## config.mk

```make
export PLATFORM = sky130hd
export DESIGN_NAME = conv_window_gen_flat
export DESIGN_NICKNAME = d
export VERILOG_FILES = /design/src/rtl/conv_window_gen_if.sv /design/src/rtl/conv_window_gen.sv /design/src/flat_wrapper.sv
export SDC_FILE = /design/constraint.sdc
export NUM_CORES = 1
export LEC_CHECK = 0
export BUFFER_PORTS_ARGS = -buffer_cell sky130_fd_sc_hd__buf_4
export CAP_MARGIN = 20
export CORE_MARGIN = 5
export CORE_UTILIZATION = 55
export DETAILED_ROUTE_END_ITERATION = 8
export HOLD_SLACK_MARGIN = 0.02
export MAX_ROUTING_LAYER = met4
export PLACE_DENSITY = 0.73
export SLEW_MARGIN = 20
export SYNTH_ARGS = -nofsm -noshare
export SYNTH_HDL_FRONTEND = slang
export SYNTH_SLANG_ARGS = --single-unit
```

## constraint.sdc

```tcl
create_clock -name clk -period 1.5 [get_ports clk]
set_input_delay 0.075 -clock clk [delete_from_list [all_inputs] [get_ports clk]]
set_output_delay 0.075 -clock clk [all_outputs]
set_load 0.02 [all_outputs]
```

## src/rtl/conv_window_gen_if.sv

```systemverilog
// conv_window_gen_if: pixel-in / window-out bundle for conv_window_gen
// frame_done is present only when CONV_WINDOW_GEN_FRAME_DONE_EN is defined
interface conv_window_gen_if #(
    parameter int WIDTH = 8,
    parameter int K     = 3
);
    logic                   pix_vld;
    logic                   sof;
    logic [WIDTH-1:0]       pix_in;
    logic                   win_vld;
    logic [WIDTH*K*K-1:0]   win_data;
    logic                   busy;
`ifdef CONV_WINDOW_GEN_FRAME_DONE_EN
    logic                   frame_done;
    modport master (output pix_vld, sof, pix_in, input win_vld, win_data, busy, frame_done);
    modport slave  (input pix_vld, sof, pix_in, output win_vld, win_data, busy, frame_done);
`else
    modport master (output pix_vld, sof, pix_in, input win_vld, win_data, busy);
    modport slave  (input pix_vld, sof, pix_in, output win_vld, win_data, busy);
`endif
endinterface

```

## src/rtl/conv_window_gen.sv

```systemverilog
// conv_window_gen: streaming KxK sliding-window generator with K-1 line buffers
// Optional frame_done pulse enabled by defining CONV_WINDOW_GEN_FRAME_DONE_EN
module conv_window_gen #(
    parameter int WIDTH = 8,
    parameter int IMG_W = 28,
    parameter int IMG_H = 28,
    parameter int K     = 3
) (
    input  logic              clk,
    input  logic              rst,
    conv_window_gen_if.slave  bus
);
    localparam int CW = $clog2(IMG_W);
    localparam int RW = $clog2(IMG_H);
    localparam logic [CW-1:0] COL_LAST = CW'(IMG_W - 1);
    localparam logic [RW-1:0] ROW_LAST = RW'(IMG_H - 1);
    localparam logic [CW-1:0] COL_WIN  = CW'(K - 1);
    localparam logic [RW-1:0] ROW_WIN  = RW'(K - 1);

    logic [CW-1:0]        col_cnt, cur_col;
    logic [RW-1:0]        row_cnt, cur_row;
    logic [WIDTH-1:0]     line_buf [K-1][IMG_W];
    logic [WIDTH-1:0]     win      [K][K];
    logic [WIDTH-1:0]     win_next [K][K];
    logic [WIDTH*K*K-1:0] win_flat;
    logic                 busy_q, at_first, at_last, win_pos;

    // Position of the pixel on the input; sof forces it to (0,0)
    always_comb begin
        cur_col  = bus.sof ? '0 : col_cnt;
        cur_row  = bus.sof ? '0 : row_cnt;
        at_first = (cur_col == '0) && (cur_row == '0);
        at_last  = (cur_col == COL_LAST) && (cur_row == ROW_LAST);
        win_pos  = (cur_col >= COL_WIN) && (cur_row >= ROW_WIN);
    end

    // Raster counters, wrapping at row and frame ends so frames can run back to back
    always_ff @(posedge clk or negedge rst) begin
        if (!rst) begin
            col_cnt <= '0;
            row_cnt <= '0;
        end else if (bus.pix_vld) begin
            col_cnt <= (cur_col == COL_LAST) ? '0 : cur_col + 1'b1;
            row_cnt <= (cur_col != COL_LAST) ? cur_row : (cur_row == ROW_LAST) ? '0 : cur_row + 1'b1;
        end
    end

    // Line buffers: chain 0 takes the new pixel, chain j takes the tail of chain j-1
    always_ff @(posedge clk or negedge rst) begin
        if (!rst) begin
            line_buf <= '{default: '0};
        end else if (bus.pix_vld) begin
            line_buf[0][0] <= bus.pix_in;
            for (int j = 1; j < K - 1; j++)
                line_buf[j][0] <= line_buf[j-1][IMG_W-1];
            for (int j = 0; j < K - 1; j++)
                for (int i = 1; i < IMG_W; i++)
                    line_buf[j][i] <= line_buf[j][i-1];
        end
    end

    // Next window: shift left, new right column is the oldest chain tail down to pix_in
    always_comb begin
        win_next = '{default: '0};
        win_flat = '0;
        for (int r = 0; r < K; r++)
            for (int c = 0; c < K - 1; c++)
                win_next[r][c] = win[r][c+1];
        for (int r = 0; r < K - 1; r++)
            win_next[r][K-1] = line_buf[K-2-r][IMG_W-1];
        win_next[K-1][K-1] = bus.pix_in;
        for (int r = 0; r < K; r++)
            for (int c = 0; c < K; c++)
                win_flat[WIDTH*(r*K+c) +: WIDTH] = win_next[r][c];
    end

    // Window register, registered outputs and frame-in-progress flag
    always_ff @(posedge clk or negedge rst) begin
        if (!rst) begin
            win          <= '{default: '0};
            bus.win_vld  <= 1'b0;
            bus.win_data <= '0;
            busy_q       <= 1'b0;
        end else begin
            bus.win_vld <= bus.pix_vld && win_pos;
            if (bus.pix_vld) begin
                win    <= win_next;
                busy_q <= !at_last;
                if (win_pos)
                    bus.win_data <= win_flat;
            end
        end
    end

    // A (0,0) pixel on the input raises busy at once, so back-to-back frames never drop it
    assign bus.busy = busy_q || (rst && bus.pix_vld && at_first);

`ifdef CONV_WINDOW_GEN_FRAME_DONE_EN
    // Pulses alongside the bottom-right window of a frame
    always_ff @(posedge clk or negedge rst) begin
        if (!rst)
            bus.frame_done <= 1'b0;
        else
            bus.frame_done <= bus.pix_vld && at_last;
    end
`endif
endmodule

```

## src/flat_wrapper.sv

```systemverilog
// flat-port wrapper written by rule: the top's interface ports become plain ports
module conv_window_gen_flat 
#(
    parameter int WIDTH = 8,
    parameter int IMG_W = 28,
    parameter int IMG_H = 28,
    parameter int K     = 3
)
  (clk, rst, bus_pix_vld, bus_sof, bus_pix_in, bus_win_vld, bus_win_data, bus_busy);
  conv_window_gen_if #(.WIDTH(WIDTH), .K(K)) bus_i ();
  input  logic clk;
  input  logic rst;
  input wire logic [$bits(bus_i.pix_vld)-1:0] bus_pix_vld;
  input wire logic [$bits(bus_i.sof)-1:0] bus_sof;
  input wire logic [$bits(bus_i.pix_in)-1:0] bus_pix_in;
  output wire logic [$bits(bus_i.win_vld)-1:0] bus_win_vld;
  output wire logic [$bits(bus_i.win_data)-1:0] bus_win_data;
  output wire logic [$bits(bus_i.busy)-1:0] bus_busy;
  assign bus_i.pix_vld = bus_pix_vld;
  assign bus_i.sof = bus_sof;
  assign bus_i.pix_in = bus_pix_in;
  assign bus_win_vld = bus_i.win_vld;
  assign bus_win_data = bus_i.win_data;
  assign bus_busy = bus_i.busy;
  conv_window_gen #(.WIDTH(WIDTH), .IMG_W(IMG_W), .IMG_H(IMG_H), .K(K)) u_core (.clk(clk), .rst(rst), .bus(bus_i));
endmodule
```

[After elaboration in Yosys (flattened, before gate mapping)]
Index checks and enable logic that the tools add are counted.
Widths: inputs -> output; s select.
Word-level totals
  register bits: 548
  output and inout bits: 74
Operators by class
  $add $sub $neg: 2
  order comparisons: 2
  equality and inequality tests: 3
  mux-type cells: 5
  reductions and logical operators: 11
Operator list (number)
  $mux 5: 5
  $add 5x1->5 const B: 2
  $eq 5x5->1 const B: 2
  $ge 5x2->1 const B: 2
  $logic_not 5->1: 2
  $logic_and 1x1->1: 6
  $ne 5x5->1 const B: 1
  $reduce_and 2->1: 1
  $logic_not 1->1: 1
  $logic_or 1x1->1: 1

[Longest topological paths before layout]
  depth in word-level cells: 5
  depth in mapped cells: 6
  mapped depth without buffers: 5

[Worst setup path before layout]
No wires, ideal clock.
  kind: flip-flop to flip-flop
  start: reg u_core.col_cnt[4]
  end: reg u_core.bus.win_data[0]
  setup time: 125 ps
  arrival time: 1359 ps
  setup slack: 16 ps
  cell stages (with the launch flop): 6
  cell sequence: dfrtp_1 -> nor4_2 -> nor3_1 -> buf_6 -> buf_12 -> mux2_4
Between the ends
  longest elaborated chain between the ends: 4
Ends and longest elaborated chain
  start, declared: RTL line conv_window_gen.sv:20  | logic [CW-1:0] col_cnt, cur_col;
  start signal, assigned: RTL line conv_window_gen.sv:43  | col_cnt <= (cur_col == COL_LAST) ? '0 : cur_col + 1'b1;
  $mux 5: RTL line conv_window_gen.sv:30  | cur_col = bus.sof ? '0 : col_cnt;
  $ge 5x2->1: RTL line conv_window_gen.sv:34  | win_pos = (cur_col >= COL_WIN) && (cur_row >= ROW_WIN);
  $logic_and 1x1->1: RTL line conv_window_gen.sv:34
  $reduce_and 2->1 (no source line)
  end signal, assigned: RTL line conv_window_gen.sv:90  | bus.win_data <= win_flat;
  end, declared: RTL line conv_window_gen_if.sv:19  | modport slave (input pix_vld, sof, pix_in, output win_vld, win_data, busy);
Every way passes these cells.
A chain may end at the register's enable or synchronous reset.

[Worst setup path after layout]
  start: reg u_core.row_cnt[2]
  end: out bus_busy
Between the ends
  longest elaborated chain between the ends: 5
Ends and longest elaborated chain
  start, declared: RTL line conv_window_gen.sv:21  | logic [RW-1:0] row_cnt, cur_row;
  start signal, assigned: RTL line conv_window_gen.sv:44  | row_cnt <= (cur_col != COL_LAST) ? cur_row : (cur_row == ROW_LAST) ? '0 : cur_row + 1'b1;
  $mux 5: RTL line conv_window_gen.sv:31  | cur_row = bus.sof ? '0 : row_cnt;
  $logic_not 5->1: RTL line conv_window_gen.sv:32  | at_first = (cur_col == '0) && (cur_row == '0);
  $logic_and 1x1->1: RTL line conv_window_gen.sv:32
  $logic_and 1x1->1: RTL line conv_window_gen.sv:96  | assign bus.busy = busy_q || (rst && bus.pix_vld && at_first);
  $logic_or 1x1->1: RTL line conv_window_gen.sv:96
  end, declared: RTL line flat_wrapper.sv:18  | output wire logic [$bits(bus_i.busy)-1:0] bus_busy;
Every way passes these cells.

==> run metrics <==
sw power=8.55 mW; Clock power frac=36.4%; CTS Buffer Depth=3; GP Congestion=0.725; Worst path slowest cell=dfrtp_1; cell chosen for the clock root=clkbuf_16; Final Cycle Share=132%; worst path bufs/invs=3; peak supply drop=0.988 mV; fmax=0.506 GHz; drt total wl=32.1 mm; port bufs=85; Vias per Instance=5.24; Synth Flop Type=dfrtp_1; # nets final=1368; sequential area share after synthesis=65.7%; Setup-failing EPs final=80; Fin Clk Skew=0.0153 ns; die area=0.0419 mm2; detailed-route via count=10000; Synth Net Count=1221; WP data arrival=1.90 ns; Final Worst Setup Slack=-0.477 ns; dpl cells=1781; crit start category=flop; io pins=86; power per cell area=1520 mW/mm2; antenna violations before repair=0; internal power=28.6 mW; largest net degree at the start of global routing=95; H-tree depth=2; core area=0.0376 mm2; required time worst endpoint=1.42 ns; CP Class=reg2out; Pins Over Slew Limit=0; unrepaired setup endpoints after global routing=yes; Pre-antenna DRT Iters=4; outcome=finished, violations left; failing checks=setup timing; Max FO, Critical Path=5; total track usage=16.2%; Post-Syn Area=0.0209 mm2; slowest stage delay, CP=0.40 ns; Top Family by Delay on Critical Path=buffers and inverters; final hold vios=0; global route total overflow=0; Post-Layout Cell Count=1910; Syn Area/Cell=17.3 um2; cells along the critical path=buf_4 > nor2_2 > a31oi_1 > o21bai_2 > buf_4 > buf_6; Reg power frac=51.5%; clk sinks=548; 1st-iter DRT viols=459; DRC violations left=0; num rows=71; Worst-path clk slew=0.06 ns; remaining antenna violation count=0; worst min path class=in2reg; total CTS buffers=54; Layout area overhead=17.3%; Least-Margin Pin Slew=0.488 ns; Synth Warn #=0; Die Wd=205 um; total of max-cap violations=0; post-synth cell types=38; die height=205 um; CTS tree=built; Initial Util=55.5%; min Tclk post-route=1.98 ns; share of flip-flops with an asynchronous set or reset=100%; first-pass GRT wire length=54.9 mm; DP HPWL=19.2 mm; Synth Instances=1207; layout filler cell count=2568; Total Power=37.2 mW; share of cells above drive strength 1=56.3%; clock latency on the worst-skew pair=0.58 ns; Leak=11.9 nW; vias in the first global route=10900; pre-CTS setup slack=-0.271 ns; Post-synth EDFFs=0; Top cell by count, worst path=buf_4; CP endpoint kind=output port; Logic pwr share=12.1%; synthesis-stage register bit count=548; Slew HR=67.5%; sw frac=23.0%; WL per Instance=16.8 um
[sequential cells by signal (all words and copies together), names as in the netlist]
signal               cells
u_core.bus.win_data     72
u_core.line_buf        448
u_core.bus.win_vld       1
u_core.col_cnt           5
u_core.busy_q            1
u_core.win              16
u_core.row_cnt           5
[layout by cell type, fill, tap and decap left out, types with 3 or more instances in the layout]
cell type        n
nor2_1           3
a21oi_1          3
clkbuf_16       57
buf_6            6
buf_4          116
dfrtp_1        548
buf_12          18
mux2_4          69
mux2_2         469
nand2b_1         5
nand2_1          4
clkbuf_8        14
clkbuf_1        11
bufinv_16        3
nand3b_1         3
dlygate4sd3_1   12
clkinv_2        13
[power by group through the flow]
| stage | sequential [mW] | clock [mW] | combinational (mW) |
|---|---|---|---|
| after global placement | 19.2 | 0 | 4.15 |
| after global routing | 19.5 | 14.5 | 4.98 |
| after floorplan | 18.9 | 0 | 3.20 |
| final | 19.1 | 13.5 | 4.51 |
| after detailed placement | 19.4 | 0 | 4.35 |
| after CTS | 19.2 | 13.9 | 4.50 |
[cells in the mapped netlist (all sizes together) (2+ instances only)]
cell type / n / area (um2)
nand2b: 7 / 46.3
o211ai: 2 / 15.0
mux2: 538 / 6320
ha: 2 / 25.0
inv: 2 / 7.51
o21bai: 3 / 22.5
dfrtp: 548 / 13700
nor2: 4 / 15.0
buf: 59 / 425
nor4: 3 / 25.0
mux2i: 2 / 20.0
a21oi: 3 / 15.0
nand4: 2 / 12.5
nand2: 4 / 15.0
nand3b: 3 / 22.5
a31oi: 2 / 12.5
nor3: 3 / 15.0
clkbuf: 5 / 18.8
[metal layers]
layer	global-route usage, %	vias up	wire (um)
met5	-	-	0
met4	5.60	0	958
li1	-	4585	-
met3	2.96	69	1160
met1	21.4	5235	14200
met2	25.8	127	15800
[worst reg2reg max path: stages, from the launching register on]
cell       delay [ns]
dfrtp_1          0.40
buf_4            0.16
nor4_4           0.35
nor3_4           0.12
bufbuf_16        0.36
mux2_4           0.33
[path summary, 6_finish.rpt]
path	start	endpoint	cells after the start	slack, ns
min	bus_pix_vld	u_core.row_cnt[1]$_DFFE_PN0P_	5	0.06
min in group asynchronous	rst	u_core.line_buf[247]$_DFFE_PN0P_	3	0.18
min reg2reg	u_core.line_buf[318]$_DFFE_PN0P_	u_core.line_buf[310]$_DFFE_PN0P_	1	0.49
max	u_core.row_cnt[2]$_DFFE_PN0P_	bus_busy	6	-0.48
max in group asynchronous	rst	u_core.line_buf[338]$_DFFE_PN0P_	4	0.56
max reg2reg	u_core.col_cnt[1]$_DFFE_PN0P_	u_core.bus.win_data[63]$_DFFE_PN0P_	5	-0.35
[stage by stage]
step | instance area (um2) | TNS, ns | hold WS, ns | utilization (%)
floorplan | 20900 | 0 | -0.221 | -
global placement | 22300 | -13.30 | 0.200 | 59.2
detailed placement | 22300 | -14.96 | 0.203 | 59.2
CTS | 24400 | -18.67 | 0.0213 | 64.8
global route | 24500 | -23.36 | 0.0606 | 65.1
finish | 24500 | -19.51 | 0.0595 | 65.1
[cells by family (layout without fill, tap and decap cells)]
group	after synthesis	count (layout)	synth area share, %
buf+inv	66	257	2.16
flops	548	548	65.7
mux	540	540	30.4
fa+ha+maj	2	2	0.120
simple gates	36	36	1.10
other cells	0	1	0
compound gates	15	15	0.510
[what timing repair did]
item | 4_1_cts | 5_1_grt
gates resized for setup | 12 | 10
hold buffers | 12 | 0
endpoints found under the hold margin | 376 | 0
pin swaps | 6 | 5
endpoints found under the setup margin | 78 | 80
gates cloned | 1 | 0
buffers inserted | 8 | 9
[area by class of cell]
class | instances | area, um2 | share of cell area (%)
timing repair buffer | 155 | 1480 | 6.06
clock inverter | 18 | 171 | 0.701
clock buffer | 82 | 1660 | 6.79
sequential | 548 | 13700 | 56.1
inverter | 2 | 7.51 | 0.0307
antenna | 1 | 2.50 | 0.0102
multi-input combinational | 593 | 6790 | 27.8
tap | 511 | 639 | 2.61
Power figures use the tool's default switching activity.
